==> src/rtl/instruction_memory_loader.sv <==
// Packs a byte stream (MSB first) into instruction words and writes them
// into instruction memory at consecutive word addresses until HALT or full.
module instruction_memory_loader #(
   parameter int               NBITS     = 32,
   parameter int               CELDAS    = 60,
   parameter logic [NBITS-1:0] HALT_WORD = 32'hFFFF_FFFF
) (
   input  logic             i_clk,
   input  logic             i_reset_n,
   input  logic             i_start,
   input  logic [7:0]       i_rx_data,
   input  logic             i_rx_done,
   output logic             o_wr_en,
   output logic [NBITS-1:0] o_wr_addr,
   output logic [NBITS-1:0] o_wr_data,
   output logic             o_busy,
   output logic             o_done,
   output logic             o_error,
   output logic [7:0]       o_word_count
);

   typedef enum logic [1:0] {
      IDLE  = 2'd0,
      RECV  = 2'd1,
      WRITE = 2'd2,
      DONE  = 2'd3
   } state_t;

   localparam logic [NBITS-1:0] ADDR_STEP = NBITS'(4);
   localparam logic [NBITS-1:0] LAST_ADDR = NBITS'(CELDAS - 4);

   state_t            state_r;
   state_t            next_state_s;
   logic [NBITS-1:0]  addr_r;
   logic [1:0]        byte_idx_r;
   // Only the first three bytes need storing; the fourth goes straight to the write register.
   logic [NBITS-9:0]  shift_r;
   logic              wr_en_r;
   logic [NBITS-1:0]  wr_addr_r;
   logic [NBITS-1:0]  wr_data_r;
   logic              busy_r;
   logic              done_r;
   logic              error_r;
   logic [7:0]        word_count_r;

   logic              start_load_s;
   logic              capture_s;
   logic              word_complete_s;
   logic              advance_s;
   logic              overflow_s;

   // Next-state and per-cycle control decisions
   always_comb begin
      next_state_s    = state_r;
      start_load_s    = 1'b0;
      capture_s       = 1'b0;
      word_complete_s = 1'b0;
      advance_s       = 1'b0;
      overflow_s      = 1'b0;
      case (state_r)
         IDLE: begin
            if (i_start) begin
               next_state_s = RECV;
               start_load_s = 1'b1;
            end else begin
               next_state_s = IDLE;
            end
         end
         RECV: begin
            capture_s = i_rx_done;
            if (i_rx_done && (byte_idx_r == 2'd3)) begin
               next_state_s    = WRITE;
               word_complete_s = 1'b1;
            end else begin
               next_state_s = RECV;
            end
         end
         WRITE: begin
            // A byte arriving during the write cycle starts the next word.
            capture_s = i_rx_done;
            if (wr_data_r == HALT_WORD) begin
               next_state_s = DONE;
            end else if ((addr_r + ADDR_STEP) > LAST_ADDR) begin
               next_state_s = DONE;
               overflow_s   = 1'b1;
            end else begin
               next_state_s = RECV;
               advance_s    = 1'b1;
            end
         end
         DONE: begin
            if (i_start) begin
               next_state_s = RECV;
               start_load_s = 1'b1;
            end else begin
               next_state_s = DONE;
            end
         end
         default: begin
            next_state_s = IDLE;
         end
      endcase
   end

   // State register
   always_ff @(posedge i_clk or negedge i_reset_n) begin
      if (!i_reset_n) begin
         state_r <= IDLE;
      end else begin
         state_r <= next_state_s;
      end
   end

   // Datapath: byte packing, address tracking and registered outputs
   always_ff @(posedge i_clk or negedge i_reset_n) begin
      if (!i_reset_n) begin
         addr_r       <= {NBITS{1'b0}};
         byte_idx_r   <= 2'd0;
         shift_r      <= {(NBITS-8){1'b0}};
         wr_en_r      <= 1'b0;
         wr_addr_r    <= {NBITS{1'b0}};
         wr_data_r    <= {NBITS{1'b0}};
         busy_r       <= 1'b0;
         done_r       <= 1'b0;
         error_r      <= 1'b0;
         word_count_r <= 8'd0;
      end else begin
         wr_en_r <= word_complete_s;
         busy_r  <= (next_state_s == RECV) || (next_state_s == WRITE);
         done_r  <= (next_state_s == DONE);
         if (start_load_s) begin
            addr_r       <= {NBITS{1'b0}};
            byte_idx_r   <= 2'd0;
            shift_r      <= {(NBITS-8){1'b0}};
            word_count_r <= 8'd0;
            error_r      <= 1'b0;
         end else begin
            if (capture_s) begin
               shift_r    <= {shift_r[NBITS-17:0], i_rx_data};
               byte_idx_r <= byte_idx_r + 2'd1;
            end
            if (word_complete_s) begin
               wr_addr_r    <= addr_r;
               wr_data_r    <= {shift_r, i_rx_data};
               word_count_r <= word_count_r + 8'd1;
            end
            if (advance_s) begin
               addr_r <= addr_r + ADDR_STEP;
            end
            if (overflow_s) begin
               error_r <= 1'b1;
            end
         end
      end
   end

   assign o_wr_en      = wr_en_r;
   assign o_wr_addr    = wr_addr_r;
   assign o_wr_data    = wr_data_r;
   assign o_busy       = busy_r;
   assign o_done       = done_r;
   assign o_error      = error_r;
   assign o_word_count = word_count_r;

endmodule
==> config.mk <==
export PLATFORM = sky130hd
export DESIGN_NAME = instruction_memory_loader
export DESIGN_NICKNAME = d
export VERILOG_FILES = /design/src/rtl/instruction_memory_loader.sv
export SDC_FILE = /design/constraint.sdc
export NUM_CORES = 1
export LEC_CHECK = 0
export CAP_MARGIN = 20
export CORE_ASPECT_RATIO = 0.5
export CORE_MARGIN = 2
export CORE_UTILIZATION = 25
export DETAILED_ROUTE_END_ITERATION = 10
export GPL_TIMING_DRIVEN = 0
export SLEW_MARGIN = 40
export SYNTH_ARGS = -nofsm -noshare
export SYNTH_HDL_FRONTEND = slang
export SYNTH_SLANG_ARGS = --single-unit
==> constraint.sdc <==
create_clock -name i_clk -period 4.1 [get_ports i_clk]
set_input_delay 0.82 -clock i_clk [delete_from_list [all_inputs] [get_ports i_clk]]
set_output_delay 0.82 -clock i_clk [all_outputs]
set_load 0.01 [all_outputs]
Yosys cells after proc, flatten, opt, wreduce, memory -nomap -nowiden
Cells that the tools add are included.

Bits in registers: 136. Bits of input ports: 12.

Add/sub/neg operators: 3. Order comparisons: 1. Eq/ne operators: 8. Multiplexer cells: 27. Bitwise operators: 1. Reductions and logical operators: 10.

Operators by type and width (count): two-way mux 32 bit (2); two-way mux 24 bit (2); adder 32 x 3 -> 32 bit (second input constant) (1); equality test 32 bit (second input constant) (1); > comparator 32 x 6 -> 1 bit (second input constant) (1); two-way mux 8 bit (2); two-way mux 1 bit (14); two-way mux 2 bit (6); equality test 2 bit (second input constant) (5); adder 8 x 1 -> 8 bit (second input constant) (1); case mux 2 bit (4 select lines) (1); nonzero test 2 bit (4); equality test 2 x 1 -> 1 bit (second input constant) (2); OR reduction 2 bit (2); adder 2 x 1 -> 2 bit (second input constant) (1); logical NOT 2 bit (1); AND reduction 2 bit (1); logical AND 1 bit (1); logical OR 1 bit (1); NOT 1 bit (1).

Depth between registers and ports, before layout
Depth in word-level cells: 7. Gate-level depth with buffers: 11. Depth with buffers taken out: 10.

Least setup slack after synthesis
No wires, ideal clock.

Path type: register to register. Start: reg addr_r[2]. End: reg busy_r (netlist: o_busy). Arrival time: 2767 ps. Data required time: 3974 ps. Setup slack: 1207 ps. Stages on the path, launching flop included: 12. Path buffers: 1. Cells stage by stage: dfrtp_1 ha_1 clkbuf_1 nand4_1 nor4_1 nand3_1 a21oi_1 a31oi_1 nor4_4 and3_1 a311oi_1 ha_1.

Longest elaborated chain between the ends: 7.

Ends and longest elaborated chain: start, declared (line 34) `logic [NBITS-1:0] addr_r;`; start signal, assigned (line 117) `addr_r <= {NBITS{1'b0}};`; start signal, assigned (line 132) `addr_r <= {NBITS{1'b0}};`; start signal, assigned (line 148) `addr_r <= addr_r + ADDR_STEP;`; adder 32 x 3 -> 32 bit (*) (line 83) `end else if ((addr_r + ADDR_STEP) > LAST_ADDR) begin`; > comparator 32 x 6 -> 1 bit (*) (line 83); two-way mux 2 bit (*) (line 83); two-way mux 2 bit (*) (line 81) `if (wr_data_r == HALT_WORD) begin`; case mux 2 bit (4 select lines) (*) (line 60) `case (state_r)`; net next_state_s[1] (line 33) `state_t next_state_s;`; equality test 2 x 1 -> 1 bit or equality test 2 bit (tied branches) (line 129) `busy_r <= (next_state_s == RECV) || (next_state_s == WRITE);`; logical OR 1 bit (*) (line 129); end signal, assigned (line 129); end, declared (line 41) `logic busy_r;`.

The timed path passes the listed nets; every way through them passes the cells marked *. A chain may end at the register's enable or synchronous reset.

Worst setup path after layout
Ends and elaborated chain as after synthesis.

==> metrics.md <==
| Metric | Value |
|---|---|
| Die Ht | `111 µm` |
| Die area | `24300 µm²` |
| Sequential fraction of the synthesis area | `57.6%` |
| CORE AREA | `22700 µm²` |
| Hold Violations, Final | `0` |
| Hold Buf Count CTS | `0` |
| Slew HR | `53.3%` |
| Largest delay share family, worst path | `simple AND/OR/NAND/NOR gates` |
| CP max FO | `9` |
| I/O Pins | `88` |
| GR Overflow Total | `0` |
| Fill cells | `2234` |
| Pwr/cell area | `544 nW/µm²` |
| First-pass GRT wire length | `21600 µm` |
| VDD IR max | `0.290 mV` |
| Via count | `3941` |
| CP Launch Type | `register` |
| Largest area contributor in the netlist | `dfrtp_1` |
| # setup viols final | `0` |
| Resized Gates After CTS | `0` |
| Pin count of the biggest net entering global routing | `60` |
| Antenna diodes | `0` |
| Number of port buffers | `85` |
| Mapped cell area | `5740 µm²` |
| Width of the chip | `218 µm` |
| Slew of the pin with the lowest slew margin | `0.701 ns` |
| Main flop type after synthesis | `dfrtp_1` |
| Clk root buf | `clkbuf_16` |
| Syn Area/Cell | `12.8 µm²` |
| Pre-CTS WS | `0.485 ns` |
| Total GRT Usage | `11.5%` |
| Most common cell after layout, fill and taps aside | `dfrtp_1` |
| HPWL after DPL | `9440 µm` |
| Maximum clock rate | `287 MHz` |
| Crit path capture type | `register` |
| Most frequent cells in the layout | `dfrtp_1 (132), clkdlybuf4s50_1 (84), mux2_2 (64)` |
| Antenna Violating Nets Remaining | `0` |
| Synth top area share | `57.6%` |
| Share of cells above drive strength 1 | `23.0%` |
| Number of global-route vias before repair | `3988` |
| Drt initial violations | `242` |
| FF-to-FF setup slack | `0.61 ns` |
| Max-slew violations | `0` |
| Post-synth EDFFs | `0` |
| PnR worst setup slack | `0.611 ns` |
| Tmin final | `3.49 ns` |
| Ys async rst share | `100%` |
| Most frequent cell on the critical path | `ha_1` |
| Initial antenna violation count | `0` |
| Worst Clk Skew | `0.0103 ns` |
| DRT Pass-1 Iters | `4` |
| Drc violations | `0` |
| Final instance area | `7600 µm²` |
| Setup CP Type | `reg -> reg` |
| Cts bufs inserted | `17` |
| Cells on worst reg2reg path | `11` |
| RR Startpoint | `addr_r[2]` |
| Detailed Route WL | `13100 µm` |
| Top cells by area, synth | `dfrtp_1 (58%), mux2_2 (13%), a22o_1 (3.8%)` |
| LEAKAGE | `3.40 nW` |
| Gpl congestion | `0.792` |
| Fin crit share | `85.1%` |
| Critical-path cell list | `ha_1 -> clkbuf_1 -> nand4_1 -> nor4_1 -> nand3_1 -> a21oi_1 -> a31oi_1 -> nor4_4 -> and3_1 -> a311oi_1 -> ha_1` |
| Setup bufs post-CTS | `0` |
| Finished Layout Cells | `876` |
| Worst r2r dst | `o_busy` |
| Row cnt | `39` |
| Initial core utilization | `25.3%` |
| Net count, final | `578` |
| Worst Path Required | `4.40 ns` |
| Ys Warns | `0` |
| Vias per cell | `4.50` |
| Tot Pwr | `4.14 mW` |
| RSZ-0062 raised after global routing | `no` |
| Final TNS setup | `0 ns` |
| Final Util | `33.5%` |
| CTS sink count | `132` |
| HP Class | `in -> async` |
| CTS H-tree depth | `4` |
| CTS tree | `built` |
| Cell count after synthesis | `449` |
| Status | `finished, final reports clean` |
| WHS | `0.226 ns` |
| Max Cap Viol | `0` |
| Register bit count reported by yosys | `132` |
| Placed cell count | `844` |
| P&R area growth vs syn | `32.4%` |
| Cell Area, Placed | `7040 µm²` |
| Routed WL per cell | `15.0 µm` |
| Critical path arrival | `3.79 ns` |
| CTS clock-pin slew for the worst setup and hold paths | `0.06 ns` |
| Crit-path slowest cell | `nor4_4` |
| CP max stage delay | `0.53 ns` |
| Synth cell types | `50` |
| Clk_lat worst skew | `0.41 ns` |
| Max clock buf depth | `2` |
| CP bufs+invs | `1` |
[sequential cells by signal, indices dropped and copies added, names as in the netlist]
name / cells
o_error: 1
state_r: 2
o_word_count: 8
o_done: 1
addr_r: 30
o_wr_addr: 30
shift_r: 24
o_wr_en: 1
o_busy: 1
o_wr_data: 32
byte_idx_r: 2
[where the power goes]
group / internal, mW / switching, mW / leakage, nW / total [mW]
clock network: 0.867 / 0.580 / 0.266 / 1.45
registers: 1.57 / 0.235 / 1.79 / 1.81
logic: 0.505 / 0.379 / 1.34 / 0.883
total: 2.94 / 1.19 / 3.40 / 4.14
[how the worst max path moves through the flow]
stage | from | end | slack, ns | cells after the start
3_5_place_dp | i_rx_done | o_wr_addr[10] | 0.49 | 7
5_1_grt | addr_r[2] | o_busy | 0.34 | 11
3_3_place_gp | i_reset_n | o_wr_addr[26] | -2.97 | 1
2_1_floorplan | addr_r[2] | o_busy | 1.21 | 11
6_report | addr_r[2] | o_busy | 0.61 | 11
4_1_cts | addr_r[2] | o_busy | 0.60 | 11
[metal layers]
layer,up-vias,routed length [µm],global-route usage [%]
met3,13,553,2.88
met4,0,178,4.13
met5,-,0,0
li1,1846,-,-
met1,2009,6310,15.6
met2,73,6090,17.6
[cell type report]
type                       count  area [µm²]  share of cell area (%)
clock inverter                11         101                    1.33
buffer                        21         104                    1.37
inverter                       6        22.5                   0.296
clock buffer                  21         460                    6.06
timing repair buffer          87         911                    12.0
multi-input combinational    291        2310                    30.4
tap                          307         384                    5.06
sequential                   132        3300                    43.5
[cell families after synthesis]
kind of cell | Yosys count | synth area share [%]
AND/OR/NAND/NOR | 145 | 15.5
flip-flops | 132 | 57.6
multiplexers | 68 | 13.3
AO/OA/AOI/OAI | 52 | 7.09
buffers and inverters | 27 | 2.20
XOR/XNOR | 14 | 2.14
adder cells (fa/ha/maj) | 10 | 2.18
other | 1 | 0.0654
[synth_stat cells, types with 7 or more instances]
master / number
o21ai_0: 7
mux2_2: 64
nand2_1: 17
nand3_1: 14
nand4_1: 21
a22o_1: 25
and3_1: 9
nor2_1: 23
ha_1: 10
and2_1: 12
dfrtp_1: 132
clkbuf_1: 15
and2_4: 12
xor2_1: 10
[worst reg2reg max path, stage by stage, from the launching register on]
cell,delay (ns)
dfrtp_1,0.48
ha_1,0.20
clkbuf_1,0.29
nand4_1,0.22
nor4_1,0.41
nand3_1,0.19
a21oi_1,0.15
a31oi_1,0.17
nor4_4,0.53
and3_1,0.29
a311oi_1,0.15
ha_1,0.30
Power figures use the tool's default switching activity.
